### src/rtl/servant_ram_arbiter_if.sv
// Wishbone bus bundle shared by the CPU side and the RAM side of the
// servant RAM arbiter.
interface servant_ram_arbiter_if;
  logic [31:0] adr;
  logic [31:0] dat;
  logic [3:0]  sel;
  logic        we;
  logic        cyc;
  logic [31:0] rdt;
  logic        ack;

  modport master (
    output adr,
    output dat,
    output sel,
    output we,
    output cyc,
    input  rdt,
    input  ack
  );

  modport slave (
    input  adr,
    input  dat,
    input  sel,
    input  we,
    input  cyc,
    output rdt,
    output ack
  );
endinterface

### src/rtl/servant_ram_arbiter.sv
// Grants the single-port servant RAM to either the SERV CPU bus or a
// buffered UART RX byte stream written into a circular RAM ring.
module servant_ram_arbiter #(
  parameter logic [31:0] RING_LO    = 32'h00C0_0000,
  parameter logic [31:0] RING_HI    = 32'h00C0_FFFF,
  parameter int          FIFO_DEPTH = 4
) (
  input  logic                          i_wb_clk,
  input  logic                          i_wb_rst,
  servant_ram_arbiter_if.slave          cpu,
  servant_ram_arbiter_if.master         ram,
  input  logic                          i_rx_valid,
  input  logic [7:0]                    i_rx_data,
  output logic [31:0]                   o_wr_ptr,
  output logic [$clog2(FIFO_DEPTH):0]   o_fifo_cnt,
  output logic                          o_ovf
);

  localparam int AW = $clog2(FIFO_DEPTH);
  localparam int CW = AW + 1;

  typedef enum logic [1:0] {
    S_IDLE,
    S_CPU,
    S_RX
  } state_e;

  typedef enum logic {
    G_CPU,
    G_RX
  } grant_e;

  state_e      state_q, state_d;
  grant_e      last_q, last_d;
  logic        holdoff_q, holdoff_d;

  logic [31:0] ram_adr_q, ram_adr_d;
  logic [31:0] ram_dat_q, ram_dat_d;
  logic [3:0]  ram_sel_q, ram_sel_d;
  logic        ram_we_q, ram_we_d;
  logic        ram_cyc_q, ram_cyc_d;

  logic [31:0] wr_ptr_q, wr_ptr_d;
  logic        ovf_q, ovf_d;

  logic [7:0]  mem_q [FIFO_DEPTH];
  logic [7:0]  mem_d [FIFO_DEPTH];
  logic [AW-1:0] fwp_q, fwp_d;
  logic [AW-1:0] frp_q, frp_d;
  logic [CW-1:0] cnt_q, cnt_d;

  logic        full;
  logic        push;
  logic        pop;
  logic        cpu_req;
  logic        rx_req;
  logic        grant_cpu;
  logic        grant_rx;
  logic [7:0]  head;
  logic [31:0] wr_ptr_nxt;

  assign full   = (cnt_q == CW'(FIFO_DEPTH));
  assign head   = mem_q[frp_q];
  assign rx_req = (cnt_q != '0);

  // holdoff masks the CPU cyc that is still high right after its ack
  assign cpu_req = cpu.cyc & ~holdoff_q;

  assign grant_cpu = cpu_req & (~rx_req | (last_q == G_RX));
  assign grant_rx  = rx_req & ~grant_cpu;

  assign wr_ptr_nxt = (wr_ptr_q == RING_HI) ? RING_LO
                                            : wr_ptr_q + 32'd1;

  always_comb begin
    state_d   = state_q;
    last_d    = last_q;
    holdoff_d = 1'b0;
    ram_adr_d = ram_adr_q;
    ram_dat_d = ram_dat_q;
    ram_sel_d = ram_sel_q;
    ram_we_d  = ram_we_q;
    ram_cyc_d = ram_cyc_q;
    wr_ptr_d  = wr_ptr_q;
    pop       = 1'b0;
    cpu.ack   = 1'b0;
    cpu.rdt   = ram.rdt;

    unique case (state_q)
      S_IDLE: begin
        if (grant_cpu) begin
          state_d   = S_CPU;
          ram_adr_d = cpu.adr;
          ram_dat_d = cpu.dat;
          ram_sel_d = cpu.sel;
          ram_we_d  = cpu.we;
          ram_cyc_d = 1'b1;
        end else if (grant_rx) begin
          state_d   = S_RX;
          ram_adr_d = wr_ptr_q;
          ram_dat_d = {4{head}};
          ram_sel_d = 4'b0001 << wr_ptr_q[1:0];
          ram_we_d  = 1'b1;
          ram_cyc_d = 1'b1;
        end
      end
      S_CPU: begin
        if (ram.ack) begin
          cpu.ack   = 1'b1;
          state_d   = S_IDLE;
          last_d    = G_CPU;
          holdoff_d = 1'b1;
          ram_adr_d = '0;
          ram_dat_d = '0;
          ram_sel_d = '0;
          ram_we_d  = 1'b0;
          ram_cyc_d = 1'b0;
        end
      end
      S_RX: begin
        if (ram.ack) begin
          pop       = 1'b1;
          wr_ptr_d  = wr_ptr_nxt;
          state_d   = S_IDLE;
          last_d    = G_RX;
          ram_adr_d = '0;
          ram_dat_d = '0;
          ram_sel_d = '0;
          ram_we_d  = 1'b0;
          ram_cyc_d = 1'b0;
        end
      end
      default: begin
        state_d   = S_IDLE;
        ram_cyc_d = 1'b0;
      end
    endcase
  end

  // a pop in the same cycle frees the slot for a push into a full FIFO
  always_comb begin
    push  = i_rx_valid & (~full | pop);
    ovf_d = ovf_q | (i_rx_valid & full & ~pop);
    fwp_d = push ? fwp_q + AW'(1) : fwp_q;
    frp_d = pop ? frp_q + AW'(1) : frp_q;
    cnt_d = cnt_q + CW'(push) - CW'(pop);
    mem_d = mem_q;
    if (push) begin
      mem_d[fwp_q] = i_rx_data;
    end
  end

  always_ff @(posedge i_wb_clk) begin
    if (i_wb_rst) begin
      state_q   <= S_IDLE;
      last_q    <= G_RX;
      holdoff_q <= 1'b0;
      ram_adr_q <= '0;
      ram_dat_q <= '0;
      ram_sel_q <= '0;
      ram_we_q  <= 1'b0;
      ram_cyc_q <= 1'b0;
      wr_ptr_q  <= RING_LO;
      ovf_q     <= 1'b0;
      fwp_q     <= '0;
      frp_q     <= '0;
      cnt_q     <= '0;
    end else begin
      state_q   <= state_d;
      last_q    <= last_d;
      holdoff_q <= holdoff_d;
      ram_adr_q <= ram_adr_d;
      ram_dat_q <= ram_dat_d;
      ram_sel_q <= ram_sel_d;
      ram_we_q  <= ram_we_d;
      ram_cyc_q <= ram_cyc_d;
      wr_ptr_q  <= wr_ptr_d;
      ovf_q     <= ovf_d;
      fwp_q     <= fwp_d;
      frp_q     <= frp_d;
      cnt_q     <= cnt_d;
    end
  end

  always_ff @(posedge i_wb_clk) begin
    mem_q <= mem_d;
  end

  assign ram.adr    = ram_adr_q;
  assign ram.dat    = ram_dat_q;
  assign ram.sel    = ram_sel_q;
  assign ram.we     = ram_we_q;
  assign ram.cyc    = ram_cyc_q;
  assign o_wr_ptr   = wr_ptr_q;
  assign o_fifo_cnt = cnt_q;
  assign o_ovf      = ovf_q;

endmodule

### src/flat_wrapper.sv
// flat-port wrapper written by rule: the top's interface ports become plain ports
module servant_ram_arbiter_flat 
#(
  parameter logic [31:0] RING_LO    = 32'h00C0_0000,
  parameter logic [31:0] RING_HI    = 32'h00C0_FFFF,
  parameter int          FIFO_DEPTH = 4
)
  (i_wb_clk, i_wb_rst, i_rx_valid, i_rx_data, o_wr_ptr, o_fifo_cnt, o_ovf, cpu_adr, cpu_dat, cpu_sel, cpu_we, cpu_cyc, cpu_rdt, cpu_ack, ram_adr, ram_dat, ram_sel, ram_we, ram_cyc, ram_rdt, ram_ack);
  servant_ram_arbiter_if cpu_i ();
  servant_ram_arbiter_if ram_i ();
  input  logic i_wb_clk;
  input  logic i_wb_rst;
  input  logic i_rx_valid;
  input  logic [7:0] i_rx_data;
  output logic [31:0] o_wr_ptr;
  output logic [$clog2(FIFO_DEPTH):0] o_fifo_cnt;
  output logic o_ovf;
  input wire logic [$bits(cpu_i.adr)-1:0] cpu_adr;
  input wire logic [$bits(cpu_i.dat)-1:0] cpu_dat;
  input wire logic [$bits(cpu_i.sel)-1:0] cpu_sel;
  input wire logic [$bits(cpu_i.we)-1:0] cpu_we;
  input wire logic [$bits(cpu_i.cyc)-1:0] cpu_cyc;
  output wire logic [$bits(cpu_i.rdt)-1:0] cpu_rdt;
  output wire logic [$bits(cpu_i.ack)-1:0] cpu_ack;
  output wire logic [$bits(ram_i.adr)-1:0] ram_adr;
  output wire logic [$bits(ram_i.dat)-1:0] ram_dat;
  output wire logic [$bits(ram_i.sel)-1:0] ram_sel;
  output wire logic [$bits(ram_i.we)-1:0] ram_we;
  output wire logic [$bits(ram_i.cyc)-1:0] ram_cyc;
  input wire logic [$bits(ram_i.rdt)-1:0] ram_rdt;
  input wire logic [$bits(ram_i.ack)-1:0] ram_ack;
  assign cpu_i.adr = cpu_adr;
  assign cpu_i.dat = cpu_dat;
  assign cpu_i.sel = cpu_sel;
  assign cpu_i.we = cpu_we;
  assign cpu_i.cyc = cpu_cyc;
  assign cpu_rdt = cpu_i.rdt;
  assign cpu_ack = cpu_i.ack;
  assign ram_adr = ram_i.adr;
  assign ram_dat = ram_i.dat;
  assign ram_sel = ram_i.sel;
  assign ram_we = ram_i.we;
  assign ram_cyc = ram_i.cyc;
  assign ram_i.rdt = ram_rdt;
  assign ram_i.ack = ram_ack;
  servant_ram_arbiter #(.RING_LO(RING_LO), .RING_HI(RING_HI), .FIFO_DEPTH(FIFO_DEPTH)) u_core (.i_wb_clk(i_wb_clk), .i_wb_rst(i_wb_rst), .cpu(cpu_i), .ram(ram_i), .i_rx_valid(i_rx_valid), .i_rx_data(i_rx_data), .o_wr_ptr(o_wr_ptr), .o_fifo_cnt(o_fifo_cnt), .o_ovf(o_ovf));
endmodule
### config.mk
export PLATFORM = sky130hd
export DESIGN_NAME = servant_ram_arbiter_flat
export DESIGN_NICKNAME = d
export VERILOG_FILES = /design/src/rtl/servant_ram_arbiter_if.sv /design/src/rtl/servant_ram_arbiter.sv /design/src/flat_wrapper.sv
export SDC_FILE = /design/constraint.sdc
export NUM_CORES = 1
export LEC_CHECK = 0
export BUFFER_PORTS_ARGS = -buffer_cell sky130_fd_sc_hd__buf_2
export CELL_PAD_IN_SITES_DETAIL_PLACEMENT = 0
export CELL_PAD_IN_SITES_GLOBAL_PLACEMENT = 1
export CORE_ASPECT_RATIO = 1.75
export CORE_MARGIN = 2
export CORE_UTILIZATION = 36
export DETAILED_ROUTE_END_ITERATION = 10
export PLACE_DENSITY_LB_ADDON = 0.1
export SLEW_MARGIN = 15
export SYNTH_ARGS = -nofsm -noshare
export SYNTH_HDL_FRONTEND = slang
export SYNTH_SLANG_ARGS = --single-unit
### constraint.sdc
create_clock -name i_wb_clk -period 2.6 [get_ports i_wb_clk]
set_input_delay 0 -clock i_wb_clk [delete_from_list [all_inputs] [get_ports i_wb_clk]]
set_output_delay 0 -clock i_wb_clk [all_outputs]
set_load 0.01 [all_outputs]
After elaboration in Yosys (flattened, before gate mapping). Cells that the tools add are included.

Output and inout bits: 139. Logic and storage cells: 93. Register bits: 146.

Order comparisons: 3. Bitwise gates (word level): 16. Shifts and indexed selects: 1. Mux-type cells: 33. Add/sub/neg operators: 5. Eq/ne operators: 8. Reduce and logical (&&, ||, !) cells: 10.

Operators with widths (count): $mux 32 (6); $pmux 32 s2 (2); $add 32x1->32 const B (1); $bwmux 32 (1); $eq 32x24->1 const B (1); $mux 8 (3); $bmux 8 s2 (1); $demux 8 s2 (1); $mux 4 (3); $mux 1 (8); $pmux 4 s2 (1); $and 1x1->1 (6); $ge 3x3->1 const B (2); $mux 2 (3); $not 2->3 (2); $pmux 1 s2 (3); $reduce_and 3->1 (2); $not 1->1 (5); $add 2x1->2 const B (2); $ne 2x2->1 const B (2); $pmux 2 s2 (1); $reduce_and 2->1 (2); $reduce_bool 2->1 (2); $shl 1x2->4 const A (1); other kinds (13) (15).

Longest topological paths before layout.
Word-level depth: 9. Mapped depth: 12.

Worst setup path before layout. OpenSTA, ideal clock, no wires.

Kind: register to register. Start: reg u_core.state_q[0]. End: reg u_core.cnt_q[2] (netlist: u_core.o_fifo_cnt[2]). Slack: 0.305 ns. Library setup time: 0.128 ns. Arrival time: 2.168 ns. Cell stages (with the launch flop): 13. Path through: dfxtp_1 > inv_1 > ha_1 > nand2_2 > clkinv_1 > ha_1 > inv_1 > ha_1 > inv_1 > fa_1 > xor2_1 > xnor2_1 > nor2_1.

Longest elaborated chain between the ends: 6.

RTL lines: from (decl) (line servant_ram_arbiter.sv:33) `state_e state_q, state_d;`; from (signal assigned) (line servant_ram_arbiter.sv:169) `state_q <= state_d;`; $eq 2x2->1 * (line servant_ram_arbiter.sv:89) `unique case (state_q)`; $mux 1 * (line servant_ram_arbiter.sv:89); $or 1x1->1 (line servant_ram_arbiter.sv:142) `push = i_rx_valid & (~full | pop);`; $and 1x1->1 (line servant_ram_arbiter.sv:142); $add 3x1->3 (line servant_ram_arbiter.sv:146) `cnt_d = cnt_q + CW'(push) - CW'(pop);`; $sub 3x1->3 * (line servant_ram_arbiter.sv:146); to (signal assigned) (line servant_ram_arbiter.sv:181) `cnt_q <= cnt_d;`; to (decl) (line servant_ram_arbiter.sv:50) `logic [CW-1:0] cnt_q, cnt_d;`.

Every way passes the cells marked *; elsewhere a longest branch is shown, timed or not. A chain may end at the register's enable or synchronous reset.

Final worst setup path. Same ends and word-level chain as after synthesis.

==> impl_metrics.tcl <==
set metrics [dict create \
    status "completed" \
    crit_type "reg -> reg" \
    dp.cells 1012 \
    p_sw_mw 2.60 \
    regToRegEndpoint "u_core.o_fifo_cnt[2]" \
    cts_buffers 17 \
    rsz0062_at_grt "no" \
    p_clk_share_pct 30.9 \
    hold_path_depth 0 \
    switching_share_pct 33.6 \
    path_max_fanout 8 \
    ys_top_cells_by_count "114 x dfxtp_1, 87 x nand2_1, 85 x o21ai_0" \
    min_to "cpu_rdt[1]" \
    syn_nets 768 \
    finalHoldViolations 0 \
    io_pins 253 \
    setup_viol 0 \
    combPwrFrac_pct 28.8 \
    grt_max_degree 49 \
    syn_area_mm2 0.00628 \
    initial_utilization_pct 36.9 \
    synthTopCellsByArea "dfxtp_1 36%, edfxtp_1 15%, o21ai_0 6.8%" \
    drt_wl_total_um 18100 \
    power.internal_mw 5.15 \
    num_vias 5367 \
    arrival_ns 2.65 \
    synth-seq-cells 146 \
    rows 63 \
    slew_violations 0 \
    layout_min_cycle_time_ns 2.37 \
    power.total_mw 7.75 \
    grt_pass1_wl_um 29100 \
    seqPwrFrac_pct 40.3 \
    grt_use_met2_pct 38.9 \
    cts_buffer_depth 2 \
    grt_overflow 0 \
    cts_tree "done" \
    fin_cells 1123 \
    ys_seq_area_share_pct 51.7 \
    clock-sinks 146 \
    coreArea_mm2 0.0170 \
    fin_worst_skew_ns 0.0124 \
    clk_transition_reported_paths_ns 0.06 \
    die_y_um 179 \
    async_flop_share_pct 0 \
    slew_headroom_pct 59.6 \
    synth_edf_count 32 \
    antenna_cells 0 \
    use_met3_pct 6.54 \
    synth.distinct_cells 47 \
    cts.htree.levels 4 \
    area_growth_pct 38.2 \
    cp-start-kind "register" \
    synth_top_area_share_pct 36.4 \
    hold_start "ram_rdt[1]" \
    antenna_found_initial 0 \
    cts-root-buf "clkbuf_16" \
    vias_per_cell 4.78 \
    io_buffers 188 \
    r2r_slack_ns 0.23 \
    postSynthCellCount 639 \
    power_leakage_nw 3.81 \
    yosys_warnings 0 \
    reg2reg_from "u_core.state_q[0]" \
    final.setup.tns_ns 0 \
    hpwl_um 13200 \
    grt_use_total_pct 20.1 \
    worst_pin_slew_ns 0.600 \
    ctsResizeCount 0 \
    die_w_um 104 \
    gp_congestion 0.796 \
    dr.first_iter.drc_count 183 \
    syn_avg_cell_area_um2 9.82 \
    dieArea_mm2 0.0186 \
    wire_per_inst_um 16.1 \
    worstSetupEndpointType "register" \
    synth.largest_area_cell "dfxtp_1" \
    rr_worst_depth 12 \
    fmax_mhz 422 \
    synthFlopType "dfxtp_1" \
    fin_nets 1012 \
    p_per_area_mw_per_mm2 893 \
    synth_most_common_cell "dfxtp_1" \
    detail-route-antenna-nets 0 \
    drive_gt1_share_pct 29.0 \
    use_met1_pct 20.3 \
    min_path_type "in -> out" \
    clk_latency_ns 0.42 \
    drc_errors 0 \
    fin_crit_sh_pct 91.1 \
    grt_pass1_vias 5591 \
    cp_data_required_time_ns 2.88 \
    max_cap_violations 0 \
    dr.pass1.iters 4 \
    ir_worst_vdd_uv 396 \
    grt-busiest-layer "met2" \
]
-- how the worst max path moves through the flow --
stage / from / to / slack (ns)
finish: u_core.state_q[0] / u_core.o_fifo_cnt[2] / 0.23
global route: u_core.state_q[0] / u_core.o_fifo_cnt[2] / 0.04
CTS: u_core.state_q[0] / u_core.o_fifo_cnt[2] / 0.22
detailed placement: u_core.state_q[0] / u_core.o_fifo_cnt[2] / 0.22
global placement: u_core.state_q[0] / u_core.o_fifo_cnt[2] / 0.34
floorplan: u_core.state_q[0] / u_core.o_fifo_cnt[2] / 0.30
-- layout by cell type, fill, tap and decap left out, types with 8 or more instances in the layout --
| cell | count |
|---|---|
| nand2_1 | 87 |
| dlygate4sd3_1 | 79 |
| a21oi_1 | 12 |
| inv_1 | 12 |
| buf_2 | 188 |
| nand3_1 | 13 |
| buf_4 | 16 |
| clkbuf_16 | 18 |
| nor2_1 | 76 |
| o21ai_0 | 85 |
| xor2_1 | 21 |
| mux2i_1 | 36 |
| nand4_1 | 9 |
| edfxtp_1 | 32 |
| dfxtp_1 | 114 |
| mux4_2 | 8 |
| ha_1 | 14 |
-- state kept, by name (all words and copies together), names as in the netlist, 2 cells and up --
signal	flops
u_core.mem_q	32
u_core.o_wr_ptr	32
u_core.ram.adr	32
u_core.ram.dat	32
u_core.ram.sel	4
u_core.o_fifo_cnt	3
u_core.frp_q	2
u_core.fwp_q	2
u_core.state_q	2
-- area by class of cell --
| cell class | instances | area [µm²] |
|---|---|---|
| clock buffer | 19 | 454 |
| sequential | 146 | 3240 |
| multi-input combinational | 420 | 2630 |
| inverter | 13 | 48.8 |
| tap | 227 | 284 |
| fill | 1639 | 8350 |
| timing repair buffer | 285 | 1890 |
| clock inverter | 13 | 120 |
-- cell families after synthesis --
group	synth area share, %
DFF	51.7
AOI/OAI and AO/OA	8.89
muxes	8.61
buffers and inverters	6.74
and+or+nand+nor	17.2
xor gates and xnor gates	3.77
adders and majority gates	3.11
-- metal layers --
metal  wire (µm)  vias up  share of wire (%)
met1        6770     2534                 37
met2       10000      173                 55
met3        1080       15                6.0
li1            -     2645                  -
met5           0        -                  0
met4         248        0                1.4
-- power by group through the flow --
stage / sequential [mW] / clock, mW / combinational (mW)
3_5_place_dp: 3.18 / 0 / 2.19
6_report: 3.13 / 2.39 / 2.23
5_1_grt: 3.20 / 2.56 / 2.48
4_1_cts: 3.13 / 2.46 / 2.29
2_1_floorplan: 3.35 / 0 / 1.04
3_3_place_gp: 3.15 / 0 / 2.15
-- timing repair --
item                                   4_1_cts  5_1_grt
hold buffers                                79        0
buffers inserted                             0        0
endpoints found under the hold margin      104        0
-- through the flow --
stage	setup WS [ns]	util (%)	hold slack, ns	cell area, µm²
after global placement	0.339	42.9	0.0000686	7310
final	0.232	51.0	0.0000190	8680
after CTS	0.217	51.0	0.0000686	8680
after floorplan	0.305	-	0.0918	6280
after detailed placement	0.216	42.9	0.0000686	7310
after global routing	0.0352	51.0	0.0000682	8680
-- critical path, stage by stage, from the launching register on --
cell,delay [ns]
dfxtp_1,0.40
inv_1,0.09
ha_1,0.21
nand2_2,0.16
clkinv_1,0.12
ha_1,0.28
inv_1,0.05
ha_1,0.14
inv_1,0.05
fa_1,0.37
xor2_1,0.18
xnor2_1,0.14
nor2_1,0.05
(Power assumes the default switching activity.)
